[src/rtl/timer_pkg.sv]
// Shared types and BCD digit limits for the MM:SS kitchen timer.
package timer_pkg;

    typedef enum logic [1:0] {
        ST_SET   = 2'd0,
        ST_RUN   = 2'd1,
        ST_PAUSE = 2'd2,
        ST_ALARM = 2'd3
    } state_t;

    localparam logic [3:0] BCD_MAX_UNIT     = 4'd9;
    localparam logic [2:0] BCD_MAX_SEC_TENS = 3'd5;

endpackage

[src/rtl/bcd_mmss_down.sv]
// Four-digit BCD MM:SS down-counter with parallel load, one-second decrement and zero flag.
module bcd_mmss_down
    import timer_pkg::*;
(
    input  logic       CLK,
    input  logic       RES,
    input  logic       LOAD,
    input  logic       DEC,
    input  logic [3:0] LD_M_HI,
    input  logic [3:0] LD_M_LO,
    input  logic [2:0] LD_S_HI,
    input  logic [3:0] LD_S_LO,
    output logic [3:0] M_HI,
    output logic [3:0] M_LO,
    output logic [2:0] S_HI,
    output logic [3:0] S_LO,
    output logic       ZERO
);

    // Borrow ripples from seconds units up to minute tens; load wins over decrement.
    always_ff @(posedge CLK) begin
        if (RES) begin
            M_HI <= 4'd0;
            M_LO <= 4'd0;
            S_HI <= 3'd0;
            S_LO <= 4'd0;
        end else if (LOAD) begin
            M_HI <= LD_M_HI;
            M_LO <= LD_M_LO;
            S_HI <= LD_S_HI;
            S_LO <= LD_S_LO;
        end else if (DEC) begin
            if (S_LO != 4'd0) begin
                S_LO <= S_LO - 4'd1;
            end else begin
                S_LO <= BCD_MAX_UNIT;
                if (S_HI != 3'd0) begin
                    S_HI <= S_HI - 3'd1;
                end else begin
                    S_HI <= BCD_MAX_SEC_TENS;
                    if (M_LO != 4'd0) begin
                        M_LO <= M_LO - 4'd1;
                    end else begin
                        M_LO <= BCD_MAX_UNIT;
                        M_HI <= M_HI - 4'd1;
                    end
                end
            end
        end
    end

    assign ZERO = (M_HI == 4'd0) && (M_LO == 4'd0) && (S_HI == 3'd0) && (S_LO == 4'd0);

endmodule

[src/rtl/timer_run_ctrl.sv]
// Kitchen timer mode controller: SET -> RUN -> (PAUSE) -> ALARM sequencing, buzzer and display select.
// Optional display blink during ALARM is enabled by defining ALARM_BLINK_EN.
module timer_run_ctrl
    import timer_pkg::*;
#(
    parameter int ALARM_SECS = 10,
    parameter int ALARM_CW   = 4
) (
    input  logic       CLK,
    input  logic       RES,
    input  logic       START_STOP,
    input  logic       CLEAR,
    input  logic       SEC_PULSE,
    input  logic       HALF_SEC_PULSE,
    input  logic [3:0] SET_M_HI,
    input  logic [3:0] SET_M_LO,
    input  logic [2:0] SET_S_HI,
    input  logic [3:0] SET_S_LO,
    output logic       SET_ENABLE,
    output logic [3:0] DISP_M_HI,
    output logic [3:0] DISP_M_LO,
    output logic [2:0] DISP_S_HI,
    output logic [3:0] DISP_S_LO,
    output logic       BUZZER,
    output logic       DISP_BLANK,
    output logic [1:0] STATE
);

    localparam logic [ALARM_CW-1:0] ALARM_LOAD = ALARM_CW'(ALARM_SECS);
    localparam logic [ALARM_CW-1:0] CNT_ONE    = ALARM_CW'(1);

    state_t              state;
    logic [ALARM_CW-1:0] alarm_cnt;
    logic                buzzer_q;
    logic                blank_q;

    logic [3:0] cnt_m_hi;
    logic [3:0] cnt_m_lo;
    logic [2:0] cnt_s_hi;
    logic [3:0] cnt_s_lo;
    logic       cnt_zero;

    logic set_nonzero;
    logic at_one;
    logic start_load;
    logic dec_en;

    assign set_nonzero = (SET_M_HI != 4'd0) || (SET_M_LO != 4'd0) ||
                         (SET_S_HI != 3'd0) || (SET_S_LO != 4'd0);
    assign at_one      = (cnt_m_hi == 4'd0) && (cnt_m_lo == 4'd0) &&
                         (cnt_s_hi == 3'd0) && (cnt_s_lo == 4'd1);

    // CLEAR outranks START_STOP, which in turn suppresses a coincident second tick.
    assign start_load = (state == ST_SET) && !CLEAR && START_STOP && set_nonzero;
    assign dec_en     = (state == ST_RUN) && !CLEAR && !START_STOP && SEC_PULSE && !cnt_zero;

    bcd_mmss_down u_count (
        .CLK     (CLK),
        .RES     (RES),
        .LOAD    (start_load),
        .DEC     (dec_en),
        .LD_M_HI (SET_M_HI),
        .LD_M_LO (SET_M_LO),
        .LD_S_HI (SET_S_HI),
        .LD_S_LO (SET_S_LO),
        .M_HI    (cnt_m_hi),
        .M_LO    (cnt_m_lo),
        .S_HI    (cnt_s_hi),
        .S_LO    (cnt_s_lo),
        .ZERO    (cnt_zero)
    );

    always_ff @(posedge CLK) begin
        if (RES) begin
            state     <= ST_SET;
            alarm_cnt <= '0;
            buzzer_q  <= 1'b0;
            blank_q   <= 1'b0;
        end else begin
            case (state)
                ST_SET: begin
                    if (start_load) begin
                        state <= ST_RUN;
                    end
                end
                ST_RUN: begin
                    if (CLEAR) begin
                        state <= ST_SET;
                    end else if (START_STOP) begin
                        state <= ST_PAUSE;
                    end else if (SEC_PULSE && at_one) begin
                        state     <= ST_ALARM;
                        alarm_cnt <= ALARM_LOAD;
                        buzzer_q  <= 1'b1;
                        blank_q   <= 1'b0;
                    end
                end
                ST_PAUSE: begin
                    if (CLEAR) begin
                        state <= ST_SET;
                    end else if (START_STOP) begin
                        state <= ST_RUN;
                    end
                end
                ST_ALARM: begin
`ifdef ALARM_BLINK_EN
                    if (HALF_SEC_PULSE) begin
                        blank_q <= ~blank_q;
                    end
`endif
                    // Any exit from ALARM overrides the blink toggle above.
                    if (CLEAR || START_STOP) begin
                        state    <= ST_SET;
                        buzzer_q <= 1'b0;
                        blank_q  <= 1'b0;
                    end else if (SEC_PULSE) begin
                        if (alarm_cnt <= CNT_ONE) begin
                            state     <= ST_SET;
                            alarm_cnt <= '0;
                            buzzer_q  <= 1'b0;
                            blank_q   <= 1'b0;
                        end else begin
                            alarm_cnt <= alarm_cnt - CNT_ONE;
                        end
                    end
                end
                default: state <= ST_SET;
            endcase
        end
    end

`ifndef ALARM_BLINK_EN
    logic unused_half_sec;
    assign unused_half_sec = HALF_SEC_PULSE;
`endif

    assign STATE      = state;
    assign SET_ENABLE = (state == ST_SET);
    assign BUZZER     = buzzer_q;
    assign DISP_BLANK = blank_q;

    // In SET the user is editing, so show the live set value rather than the counter.
    assign DISP_M_HI = (state == ST_SET) ? SET_M_HI : cnt_m_hi;
    assign DISP_M_LO = (state == ST_SET) ? SET_M_LO : cnt_m_lo;
    assign DISP_S_HI = (state == ST_SET) ? SET_S_HI : cnt_s_hi;
    assign DISP_S_LO = (state == ST_SET) ? SET_S_LO : cnt_s_lo;

endmodule

[config.mk]
export PLATFORM = sky130hd
export DESIGN_NAME = timer_run_ctrl
export DESIGN_NICKNAME = d
export VERILOG_FILES = /design/src/rtl/timer_pkg.sv /design/src/rtl/bcd_mmss_down.sv /design/src/rtl/timer_run_ctrl.sv
export SDC_FILE = /design/constraint.sdc
export NUM_CORES = 1
export LEC_CHECK = 0
export CAP_MARGIN = 15
export CELL_PAD_IN_SITES_DETAIL_PLACEMENT = 1
export CELL_PAD_IN_SITES_GLOBAL_PLACEMENT = 1
export CORE_ASPECT_RATIO = 0.5
export CORE_MARGIN = 1
export CORE_UTILIZATION = 37
export DETAILED_ROUTE_END_ITERATION = 10
export GPL_TIMING_DRIVEN = 0
export PLACE_DENSITY = 0.84
export RECOVER_POWER = 50
export SYNTH_ARGS = -nofsm -noshare
export SYNTH_HDL_FRONTEND = slang
export SYNTH_SLANG_ARGS = --single-unit
[constraint.sdc]
create_clock -name CLK -period 4.9 [get_ports CLK]
set_input_delay 0.98 -clock CLK [delete_from_list [all_inputs] [get_ports CLK]]
set_output_delay 0.98 -clock CLK [all_outputs]
set_load 0.02 [all_outputs]
==> results.md, run 1 <==
- The run finished with clean final reports.
- The number of antenna violations at the first check in global routing came to 0.
- In this run, synthesis inferred 0 flip-flops with an integrated enable.
- The number of antenna diodes in the final layout is 0.
- After floorplanning, the core was divided into 15 placement rows.
- The worst-skew pair later-pin latency is 270 ps.
- The count of filler cells inserted in the layout is 447.
- In the routed design, unresolved DRC markers number 0.
- The detail route stage leaves a number of antenna-violating nets equal to 0.
- The arithmetic-cell share of the synthesized area counting full adders, half adders and majority gates is 0.03339.
- The hold-fix buffer count after cts is 0.
- The count of nets after finishing is 251.
- The data arrival time of the critical path is 2730 ps.
- The region available for standard cell placement spans 3641 µm².
- The fmax is 0.2693 GHz.
- The area growth from synthesis to layout is 31.47%.
- The Yosys step of the flow raised 0 warnings.
- The required time at the endpoint of the critical path is 3920 ps.
- The aggregate negative setup slack is 0 ps.
- Summed over all cells, the static leakage comes to 0.6932 nW.
- The first TritonRoute pass finished after 4 iterations.
- The routed design could run at a clock period as short as 3713 ps.
- The launching element type of the critical path is a register.
- By area, the combinational part of the netlist is dominated by simple AND/OR/NAND/NOR gates.
- After detailed routing, the total wire length is 5.023 mm.
- The root buffer cell chosen for the clock tree is sky130_fd_sc_hd__clkbuf_8.
- The detailed-route vias per instance is 5.920.
- The first global-routing pass estimated 7.797 mm of wire.
- Global routing finished with a remaining overflow of 0.
- Counting every net in the synthesized netlist gives 209.
- The count of state elements after synthesis is 22.
- For this design the top-level I/O count stands at 41.
- The total placed instance area is 1933 µm².
- The power density of the placed cells is 231.0 nW/µm².
- The synthesized netlist contains 44 unique library cells.
- The last weighted congestion value of the routability-driven placer is 0.8709.
- The primary flip-flop cell chosen by synthesis mapping is sky130_fd_sc_hd__dfxtp_1.
- Ranked by total cell area, the synthesized netlist is headed by sky130_fd_sc_hd__dfxtp_1 (29%), sky130_fd_sc_hd__mux2_2 (11%), sky130_fd_sc_hd__nor2_1 (5.5%).
- The number of max-slew violations in the final report is 0.
- The number of CTS-inserted buffers is 3.
- The library cell used most frequently in the layout, excluding fill and tap cells, is sky130_fd_sc_hd__clkdlybuf4s50_1.
- The tool flagged a number of max-cap violations equal to 0.
- Of the total synthesized cell area, the portion taken by XOR and XNOR cells is 0.02922.
- Synthesis handed over a netlist of 184 instances.
- At the pin with the least slew margin, the transition time is 644.4 ps.
- After synthesis, the share of cell area in mux cells is 0.1119.
- After synthesis, the mean cell area works out to 8.146 µm².
- After layout, the design draws a total of 0.4553 mW.
- The worst min-delay path class is reg -> reg.
- The count of buffers added on input and output ports is 37.
- The critical path goes through nor2_1 -> buf_1 -> clkbuf_1 -> mux2_2 -> clkdlybuf4s50_1.
- The cell taking the most area after synthesis is sky130_fd_sc_hd__dfxtp_1.
- The tree built by TritonCTS fans out to 22 sinks.
- The largest fanout on the critical path is 10.
- The proportion of layout cells with a drive suffix above 1 is 0.1250.
- The maximum number of buffers from clock root to sink is 2.
- The number of global-route vias before repair is 1540.
- The worst-case clock skew is 5.858 ps.
- The critical path capture point type is a primary output.
- After the first detailed-routing iteration, the DRC count stood at 72.
- The die boundary height is 47.01 µm.
- The final hold violation count is 0.
- IR analysis of the VDD net gives a maximum drop of 0.09592 mV.
- The tightest slew margin relative to the limit is 0.5704.
- The area fraction in compound gates after synthesis came to 0.1694.
- The floorplan step defined a die boundary enclosing 4325 µm².
- The count of instances resized after the clock tree is built is 0.
- For this run, the slowest stage of the critical path takes 560 ps.
- The total of endpoints with negative setup slack in the final report is 0.
- The number of H-tree levels is 1.
- For this design, the slowest cell found on the critical path is sky130_fd_sc_hd__clkdlybuf4s50_1.
- The share of Yosys cell area claimed by the top area cell type is 0.2938.
- The register clock-pin slew on the reported worst setup and hold paths is 80 ps.
- Setup repair after global routing left no endpoint under its margin.
- For this configuration, the core starts out at a cell density of 0.4117.
- Measured along the x axis, the die boundary spans 92.02 µm.
- Once detailed placement completed, the half-perimeter wirelength came to 3.781 mm.
- The worst hold slack is 534.7 ps.
- The class of the most critical setup path is reg -> out.
- Dividing the final minimum period by the clock period gives 0.7577.
- The fraction of the mapped netlist area in simple logic gates is 0.3022.
- The share of the Yosys chip area taken by registers is 0.2938.
- The proportion of synthesized flip-flops having asynchronous set or reset is 0.
- TritonCTS built the clock tree.
- Entering global routing, the biggest net connects 12 pins.
- The overall global routing resource usage is 0.2428.
- The post-detailed-route wirelength per cell is 18.27 µm.
- The top cell types in the final layout, fill and taps aside, are sky130_fd_sc_hd__clkdlybuf4s50_1 (32), sky130_fd_sc_hd__dfxtp_1 (22), sky130_fd_sc_hd__nor2_1 (22), sky130_fd_sc_hd__mux2_2 (14), sky130_fd_sc_hd__nor3_1 (14).
- The routed layout has 1628 vias.
- The area of the mapped netlist is 1499 µm².
- The cell area after layout is 1971 µm².
- The post-CTS setup buffer count is 0.
- The final core area utilization is 0.5412.
==> synth_stat cells (2+ instances only) <==
library cell	n
sky130_fd_sc_hd__nand2_1	9
sky130_fd_sc_hd__xnor2_1	3
sky130_fd_sc_hd__xor2_1	2
sky130_fd_sc_hd__nor2_1	22
sky130_fd_sc_hd__o21ai_0	8
sky130_fd_sc_hd__o21bai_1	2
sky130_fd_sc_hd__or3_1	2
sky130_fd_sc_hd__buf_4	2
sky130_fd_sc_hd__clkbuf_1	5
sky130_fd_sc_hd__or3b_2	2
sky130_fd_sc_hd__a211oi_1	9
sky130_fd_sc_hd__dfxtp_1	22
sky130_fd_sc_hd__and2_1	2
sky130_fd_sc_hd__nor4_1	8
sky130_fd_sc_hd__o211ai_1	2
sky130_fd_sc_hd__a221oi_1	2
sky130_fd_sc_hd__or4_1	4
sky130_fd_sc_hd__nand3b_1	2
sky130_fd_sc_hd__a21oi_1	7
sky130_fd_sc_hd__nor3_1	14
sky130_fd_sc_hd__or2_2	2
sky130_fd_sc_hd__mux2_2	14
sky130_fd_sc_hd__inv_1	5
sky130_fd_sc_hd__a311oi_1	5
sky130_fd_sc_hd__ha_1	4
sky130_fd_sc_hd__nor2b_1	2
sky130_fd_sc_hd__and3_1	2
sky130_fd_sc_hd__nand3_1	3
sky130_fd_sc_hd__a31oi_1	2
sky130_fd_sc_hd__nand2b_1	2
==> cell type report <==
type                            instances  area (µm²)  area share
Multi-Input combinational cell        146       972.2      0.4933
Sequential cell                        22       440.4      0.2235
Timing Repair Buffer                   37       370.4      0.1879
Buffer                                 11       63.81     0.03238
Tap cell                               51       63.81     0.03238
Clock buffer                            3       41.29     0.02095
Inverter                                5       18.77    0.009524
==> stage by stage <==
step                setup WS (ps)  cells
global placement             1511    272
global route                 1035    275
floorplan                    2125    184
finish                       1187    275
CTS                          1171    275
detailed placement           1477    272
==> worst max-delay path: cells and delay by family, from the launching register on <==
| family | cells | cell delay (ps) |
|---|---|---|
| buf+inv | 3 | 1520 |
| flops | 1 | 360 |
| mux | 1 | 400 |
| simple gates | 1 | 170 |
==> power breakdown <==
part	internal [mW]	total (mW)	switching (mW)
logic	0.0652	0.138	0.0725
clock network	0.0551	0.117	0.0617
registers	0.188	0.201	0.0127
total	0.308	0.455	0.147
==> final timing paths <==
path	from	endpoint	slack, ps	cells past startpoint
worst min register to register	alarm_cnt[0]	alarm_cnt[0]	530	2
worst max register to register	u_count.M_HI[0]	STATE[1]	2520	7
worst max-delay path	STATE[0]	DISP_S_LO[0]	1190	5
worst min-delay path	alarm_cnt[0]	alarm_cnt[0]	530	2
==> sequential cells by signal, indices dropped and copies added (netlist names) <==
register and cells:
STATE 2, u_count.S_HI 3, BUZZER 1, u_count.S_LO 4, u_count.M_LO 4, alarm_cnt 4
u_count.M_HI 4
==> logic make-up (layout without fill, tap and decap cells) <==
| family | Yosys count | count (layout) |
|---|---|---|
| AO/OA/AOI/OAI | 38 | 38 |
| XOR/XNOR | 5 | 5 |
| adder cells (fa/ha/maj) | 4 | 4 |
| buffers and inverters | 16 | 56 |
| flip-flops | 22 | 22 |
| multiplexers | 15 | 15 |
| other | 1 | 1 |
| AND/OR/NAND/NOR | 83 | 83 |
==> layer usage <==
| metal | vias to the layer above | global-route usage | routed length [µm] |
|---|---|---|---|
| met1 | 788 | 0.3169 | 2380 |
| met2 | 55 | 0.4104 | 2255 |
| li1 | 776 | - | - |
| met5 | - | 0 | 0 |
| met3 | 9 | 0.05825 | 303 |
| met4 | 0 | 0.08125 | 85 |
Power figures use the tool's default switching activity.
==> run 2: changes to the inputs <==
Settings changed: CORE_UTILIZATION 37 to 31, PLACE_DENSITY 0.84 to 0.75.
Clock period 4.9 ns to 3.4 ns, I/O delays scaled along.
==> run 2 against run 1 <==
  * First-iteration DRC count is 43% higher
  * Clock skew fell by 4.1 ps
  * Power rose by 43%
  * Worst hold slack lost 6.5 ps
  * Setup slack got worse by 930 ps
  * Via count down 3.9%
  * Routed wire length decreased by 6.9%
  * Clock power increased by 44%
  * Critical path depth stayed put
  * Count of clock-buffer cells in the layout unchanged
  * Combinational power is 41% higher
  * Critical endpoint unchanged
  * Highest routed layer unchanged
==> results.md, run 2 (same netlist as run 1, synthesis figures left out) <==
- Outcome: finished, final reports clean (unchanged).
- The shortest clock period the worst path allows after layout is 3140 ps.
- The number of design-rule violations left by the first detailed-router iteration was 103 (was 72).
- The area growth from synthesis to layout is 32.80% (was 31.47%).
- The critical path capture point type is a primary output (unchanged).
- The overall global routing resource usage is 0.1911 (was 0.2428).
- The proportion of layout cells with a drive suffix above 1 is 0.1295 (was 0.1250).
- The count of buffer and inverter cells on the critical path is 3 (unchanged).
- The maximum number of pins on one net before global-route repair is 12 (unchanged).
- The class of the most critical setup path is reg -> out (unchanged).
- The total inserted antenna cells is 0 (unchanged).
- The last weighted congestion value of the routability-driven placer is 0.7983 (was 0.8709).
- The worst-skew pair later-pin latency is 270 ps (about the same).
- The register clock-pin slew on the reported worst setup and hold paths is 80 ps (about the same).
- The post-placement worst setup slack was 289.7 ps (was 1477 ps).
- The starting density of the core was 0.3324 (was 0.4117).
- The boundary pin count is 41 (unchanged).
- The source of the worst register-to-register timing path is u_count.M_HI[0] (unchanged).
- The count of nets after finishing is 251 (unchanged).
- The maximum cell stage delay along the critical path was 530 ps (was 560 ps).
- The die boundary height came to 51.17 µm (was 47.01 µm).
- The launch point of the critical path is STATE[0] (unchanged).
- The placed wire-length estimate after detailed placement came to 3.530 mm (was 3.781 mm).
- The root cell of the clock tree is sky130_fd_sc_hd__clkbuf_8 (unchanged).
- The pin slew with the least headroom to its limit was 589.4 ps (was 644.4 ps).
- The number of CTS-inserted buffers is 3 (unchanged).
- The full die area came to 5134 µm² (was 4325 µm²).
- The total of endpoints with negative setup slack in the final report was 0 (unchanged).
- The endpoint of the worst-slack reg-to-reg timing path is STATE[1] (unchanged).
- The final hold violation count is 0 (unchanged).
- The number of max-slew violations in the final report came to 0 (unchanged).
- The launching element type of the critical path is a register (unchanged).
- The total number of cells along the worst setup path is 5 (unchanged).
- The count of vias placed by the detailed router is 1564 (was 1628).
- The leakage power is 0.6945 nW (was 0.6932 nW).
- The residual overflow from global routing was 0 (unchanged).
- Setup repair after global routing missed its margin: no (unchanged).
- The count of input and output buffers came to 37 (unchanged).
- The global-route wire length before repair is 7.514 mm (was 7.797 mm).
- The number of global-route vias before repair is 1475 (was 1540).
- Dividing the final minimum period by the clock period gives 0.9235.
- The post-route antenna net violation count came to 0 (unchanged).
- The width of the die is 100.3 µm (was 92.02 µm).
- The final core area utilization came to 0.4415 (was 0.5412).
- Commonest non-fill, non-tap cells in the layout: sky130_fd_sc_hd__clkdlybuf4s50_1 (33), sky130_fd_sc_hd__dfxtp_1 (22), sky130_fd_sc_hd__nor2_1 (22), sky130_fd_sc_hd__mux2_2 (14), sky130_fd_sc_hd__nor3_1 (14) (was sky130_fd_sc_hd__clkdlybuf4s50_1 (32), sky130_fd_sc_hd__dfxtp_1 (22), sky130_fd_sc_hd__nor2_1 (22), sky130_fd_sc_hd__mux2_2 (14), sky130_fd_sc_hd__nor3_1 (14)).
- The count of filler cells inserted in the layout is 566 (was 447).
- The power density of the placed cells is 327.0 nW/µm² (was 231.0 nW/µm²).
- The register-to-register setup slack is 1060 ps (was 2520 ps).
- The fmax is 0.3185 GHz.
- The setup slack after layout is 260.3 ps (was 1187 ps).
- The total placed instance area is 1952 µm² (was 1933 µm²).
- The most common library cell in the layout ignoring fill and taps is sky130_fd_sc_hd__clkdlybuf4s50_1 (unchanged).
- The endpoint of the worst setup timing path was DISP_S_LO[0] (unchanged).
- The gate family responsible for the most delay along the worst path is buffers and inverters (unchanged).
- The peak supply drop came to 0.1188 mV (was 0.09592 mV).
- The length of the first detailed-routing pass in iterations is 4 (unchanged).
- The core area is 4509 µm² (was 3641 µm²).
- The required time at the endpoint of the critical path is 2720 ps (was 3920 ps).
- Ordered cell list for the critical path: nor2_1 -> buf_2 -> clkbuf_1 -> mux2_2 -> clkdlybuf4s50_1 (was nor2_1 -> buf_1 -> clkbuf_1 -> mux2_2 -> clkdlybuf4s50_1).
- The area of the multi-input gates is 972.2 µm² (unchanged).
- The number of antenna violations at the first check in global routing is 0 (unchanged).
- The maximum number of buffers from clock root to sink is 2 (unchanged).
- The worst-case clock skew is 1.764 ps (was 5.858 ps).
- The clock tree from TritonCTS is yes (unchanged).
- The number of design rule violations left after detail routing is 0 (unchanged).
- The detailed-route vias per instance is 5.393 (was 5.920).
- The number of H-tree levels is 1 (unchanged).
- The cell area after layout is 1991 µm² (was 1971 µm²).
- The overall power of the completed layout is 0.6509 mW (was 0.4553 mW).
- The total area of sequential cells was 440.4 µm² (unchanged).
- The number of violations of the max-capacitance limit is 0 (unchanged).
- The routed wire length is 4.678 mm (was 5.023 mm).
- The row count is 17 (was 15).
- The worst min-delay path class is reg -> reg (unchanged).
- The number of clock sinks is 22 (unchanged).
- The largest fanout on the critical path is 10 (unchanged).
- The library cell contributing the largest single delay on the critical path is sky130_fd_sc_hd__clkdlybuf4s50_1 (unchanged).
- The data arrival time of the critical path is 2460 ps (was 2730 ps).
- The tightest slew margin relative to the limit is 0.6035 (was 0.5704).
- The post-detailed-route wirelength per cell was 16.13 µm (was 18.27 µm).
- The aggregate negative setup slack came to 0 ps (unchanged).
- The cell depth of the worst flop-to-flop path is 7 (unchanged).
-- run 2: cell count changes in the layout (fill, tap and decap cells not counted), sizes merged --
| cell | previous run | this run |
|---|---|---|
| clkdlybuf4s50 | 32 | 33 |
| dlygate4sd3 | 5 | 4 |
-- run 2: how the worst min path moves through the flow --
stage	startpoint	slack, ps	cells after the start	endpoint
after floorplan	alarm_cnt[0]	470	2	alarm_cnt[0]
after global routing	alarm_cnt[1]	580	2	alarm_cnt[1]
final	alarm_cnt[0]	530	2	alarm_cnt[0]
after global placement	alarm_cnt[0]	500	2	alarm_cnt[0]
after detailed placement	alarm_cnt[0]	520	2	alarm_cnt[0]
after CTS	alarm_cnt[0]	530	2	alarm_cnt[0]
-- run 2: worst min-delay path, delay by kind of cell, from the launching register on --
family	cells	cell delay (ps)
and+or+nand+nor	1	80
DFF	1	360
AOI/OAI and AO/OA	1	50
-- run 2: power breakdown --
group	internal, mW	switching, mW
clock	0.0793	0.0886
sequential	0.271	0.0179
combinational	0.0943	0.0998
-- run 2: metrics by stage --
stage	instances	hold WS, ps
after global placement	287	499.5
final	290	528.3
after CTS	290	530.8
after global routing	290	576.6
after detailed placement	287	519.1
after floorplan	184	469.8
-- run 2: what timing repair did --
| action | CTS | global route |
|---|---|---|
| setup endpoints to repair | 4 | 0 |
| buffers inserted | 0 | 0 |
| resized for setup | 1 | 0 |
| hold buffers | 0 | 0 |
-- run 2: final cells by class --
type | instances | area share
multi-input cells | 146 | 0.4884
flip-flops and latches | 22 | 0.2212
repair buffers | 37 | 0.1860
well taps | 66 | 0.04148
plain buffers | 11 | 0.03268
clock buffers | 3 | 0.02074
inverters | 5 | 0.009428
-- run 2: routing by layer --
layer	GRT usage	up-vias	wire, µm	share of wire
met5	0	-	0	0
met2	0.3094	33	2108	0.45
met1	0.2705	761	2358	0.50
met3	0.03830	2	197	0.042
met4	0.02174	0	13	0.0028
li1	-	768	-	-
==> run 3: changes to the inputs <==
Settings changed: RECOVER_POWER 50 to 100.
==> run 3 against run 2 <==
  * Maximum frequency is 0.25% higher
  * Clock skew increased by 1.8 ps
  * Worst hold slack is essentially flat
  * Largest power group unchanged
  * Critical path depth unchanged
  * Utilization unchanged
  * First-iteration DRC count unchanged
  * Count of clock-buffer cells in the layout is the same
==> results.md, run 3 (same netlist as run 1, synthesis figures left out) <==
- The full die area came to 5134 µm² (unchanged).
- The core area was 4509 µm² (unchanged).
- The worst-skew pair later-pin latency is 270 ps (about the same).
- Setup repair after global routing missed its margin: no (unchanged).
- The number of max-slew violations in the final report is 0 (unchanged).
- The number of design-rule violations left by the first detailed-router iteration is 103 (unchanged).
- The row count is 17 (unchanged).
- The data arrival time of the critical path is 2450 ps (was 2460 ps).
- The worst hold slack came to 528.0 ps (was 528.3 ps).
- The overall global routing resource usage is 0.1911 (unchanged).
- The fmax is 0.3193 GHz (was 0.3185 GHz).
- The peak supply drop is 0.1179 mV (was 0.1188 mV).
- The post-detailed-route wirelength per cell is 16.02 µm (was 16.13 µm).
- The last weighted congestion value of the routability-driven placer is 0.7983 (unchanged).
- The width of the die is 100.3 µm (unchanged).
- The hold-fix buffer count after cts is 0 (unchanged).
- The final hold violation count was 0 (unchanged).
- The number of antenna violations at the first check in global routing was 0 (unchanged).
- The register clock-pin slew on the reported worst setup and hold paths was 80 ps (about the same).
- The class of the most critical setup path is reg -> out (unchanged).
- The total inserted antenna cells is 0 (unchanged).
- The global routing met2 resource utilization came to 0.3094 (unchanged).
- The count of vias placed by the detailed router is 1565 (was 1564).
- Commonest non-fill, non-tap cells in the layout: sky130_fd_sc_hd__clkdlybuf4s50_1 (23), sky130_fd_sc_hd__dfxtp_1 (22), sky130_fd_sc_hd__nor2_1 (22) (was sky130_fd_sc_hd__clkdlybuf4s50_1 (33), sky130_fd_sc_hd__dfxtp_1 (22), sky130_fd_sc_hd__nor2_1 (22), sky130_fd_sc_hd__mux2_2 (14), sky130_fd_sc_hd__nor3_1 (14)).
- The number of violations of the max-capacitance limit was 0 (unchanged).
- The number of CTS-inserted buffers is 3 (unchanged).
- The leakage power came to 0.6980 nW (was 0.6945 nW).
- The residual overflow from global routing came to 0 (unchanged).
- The count of input and output buffers is 37 (unchanged).
- The shortest clock period the worst path allows after layout is 3132 ps (was 3140 ps).
- The number of global-route vias before repair is 1475 (unchanged).
- The final clock period utilization by the worst path is 0.9211 (was 0.9235).
- The root cell of the clock tree was sky130_fd_sc_hd__clkbuf_8 (unchanged).
- The worst-case clock skew is 3.604 ps (was 1.764 ps).
- The starting density of the core is 0.3324 (unchanged).
- The global-route wire length before repair was 7.514 mm (unchanged).
- The critical path capture point type is a primary output (unchanged).
- The clock tree from TritonCTS is yes (unchanged).
- The number of H-tree levels is 1 (unchanged).
- The maximum number of pins on one net before global-route repair is 12 (unchanged).
- The largest fanout on the critical path is 10 (unchanged).
- The worst min-delay path class is reg -> reg (unchanged).
- The required time at the endpoint of the critical path is 2720 ps (about the same).
- The maximum number of buffers from clock root to sink is 2 (unchanged).
- The most common library cell in the layout ignoring fill and taps was sky130_fd_sc_hd__clkdlybuf4s50_1 (unchanged).
- Outcome: finished, final reports clean (unchanged).
- The routing usage on met3 is 0.03830 (unchanged).
- The aggregate negative setup slack is 0 ps (unchanged).
- The area growth from synthesis to layout is 32.80% (unchanged).
- The count of filler cells inserted in the layout is 566 (unchanged).
- The count of nets after finishing is 251 (unchanged).
- The length of the first detailed-routing pass in iterations came to 4 (unchanged).
- The number of design rule violations left after detail routing is 0 (unchanged).
- The placed wire-length estimate after detailed placement came to 3.530 mm (unchanged).
- The tightest slew margin relative to the limit was 0.6034 (was 0.6035).
- The launching element type of the critical path is a register (unchanged).
- The detailed-route vias per instance was 5.397 (was 5.393).
- The power density of the placed cells is 324.6 nW/µm² (was 327.0 nW/µm²).
- The total of endpoints with negative setup slack in the final report came to 0 (unchanged).
- The boundary pin count is 41 (unchanged).
- The number of clock sinks is 22 (unchanged).
- The routed wire length is 4.647 mm (was 4.678 mm).
- The post-route antenna net violation count came to 0 (unchanged).
- The met1 usage in global routing is 0.2705 (unchanged).
- The proportion of layout cells with a drive suffix above 1 is 0.1295 (unchanged).
- The final core area utilization was 0.4415 (unchanged).
- The pin slew with the least headroom to its limit is 589.5 ps (was 589.4 ps).
- The busiest layer in global routing is met2 (unchanged).
- The die boundary height came to 51.17 µm (unchanged).
## run 3: changes by cell type in the layout (fill, tap and decap cells not counted)
cell | before | now
sky130_fd_sc_hd__dlygate4sd3_1 | 4 | 14
sky130_fd_sc_hd__clkdlybuf4s50_1 | 33 | 23
## run 3: cell type report
class	count	area [µm²]	share of cell area
multi-input combinational	146	972.2	0.4884
sequential	22	440.4	0.2212
timing repair buffer	37	370.4	0.1860
tap	66	82.58	0.04148
buffer	11	65.06	0.03268
clock buffer	3	41.29	0.02074
inverter	5	18.77	0.009428
## run 3: metrics by stage
step	setup WS, ps	power (mW)	cell area, µm²	std cells
global route	93.87	0.6822	1991	290
floorplan	925.4	0.4011	1499	184
finish	268.2	0.6461	1991	290
CTS	239.6	0.6572	1994	290
global placement	327.4	0.4854	1952	287
detailed placement	289.7	0.4878	1952	287
## run 3: power by group
part           switching (mW)  internal [mW]
Combinational          0.0991         0.0907
Clock                  0.0883         0.0793
Sequential             0.0177          0.271
## run 3: worst max-delay path: stages, from the launching register on
cell                              delay, ps
sky130_fd_sc_hd__dfxtp_1                370
sky130_fd_sc_hd__nor2_1                 180
sky130_fd_sc_hd__buf_2                  290
sky130_fd_sc_hd__clkbuf_1               420
sky130_fd_sc_hd__mux2_2                 390
sky130_fd_sc_hd__clkdlybuf4s50_1        530
## run 3: repair_timing
item / 4_1_cts / 5_1_grt
gates resized for setup: 1 / 0
setup endpoints to repair: 4 / 0
buffers inserted: 0 / 0
## run 3: routing by layer
layer	up-vias	wire length (µm)
met2	31	2109
met1	765	2359
met4	0	13
li1	767	-
met5	-	0
met3	2	165
## run 3: worst paths after layout
path,to,cells past startpoint,slack (ps),start
worst max-delay path,DISP_S_LO[0],5,270,STATE[0]
worst min-delay path,alarm_cnt[0],2,530,alarm_cnt[0]
worst min register to register,alarm_cnt[0],2,530,alarm_cnt[0]
worst max register to register,STATE[1],7,1060,u_count.M_HI[0]
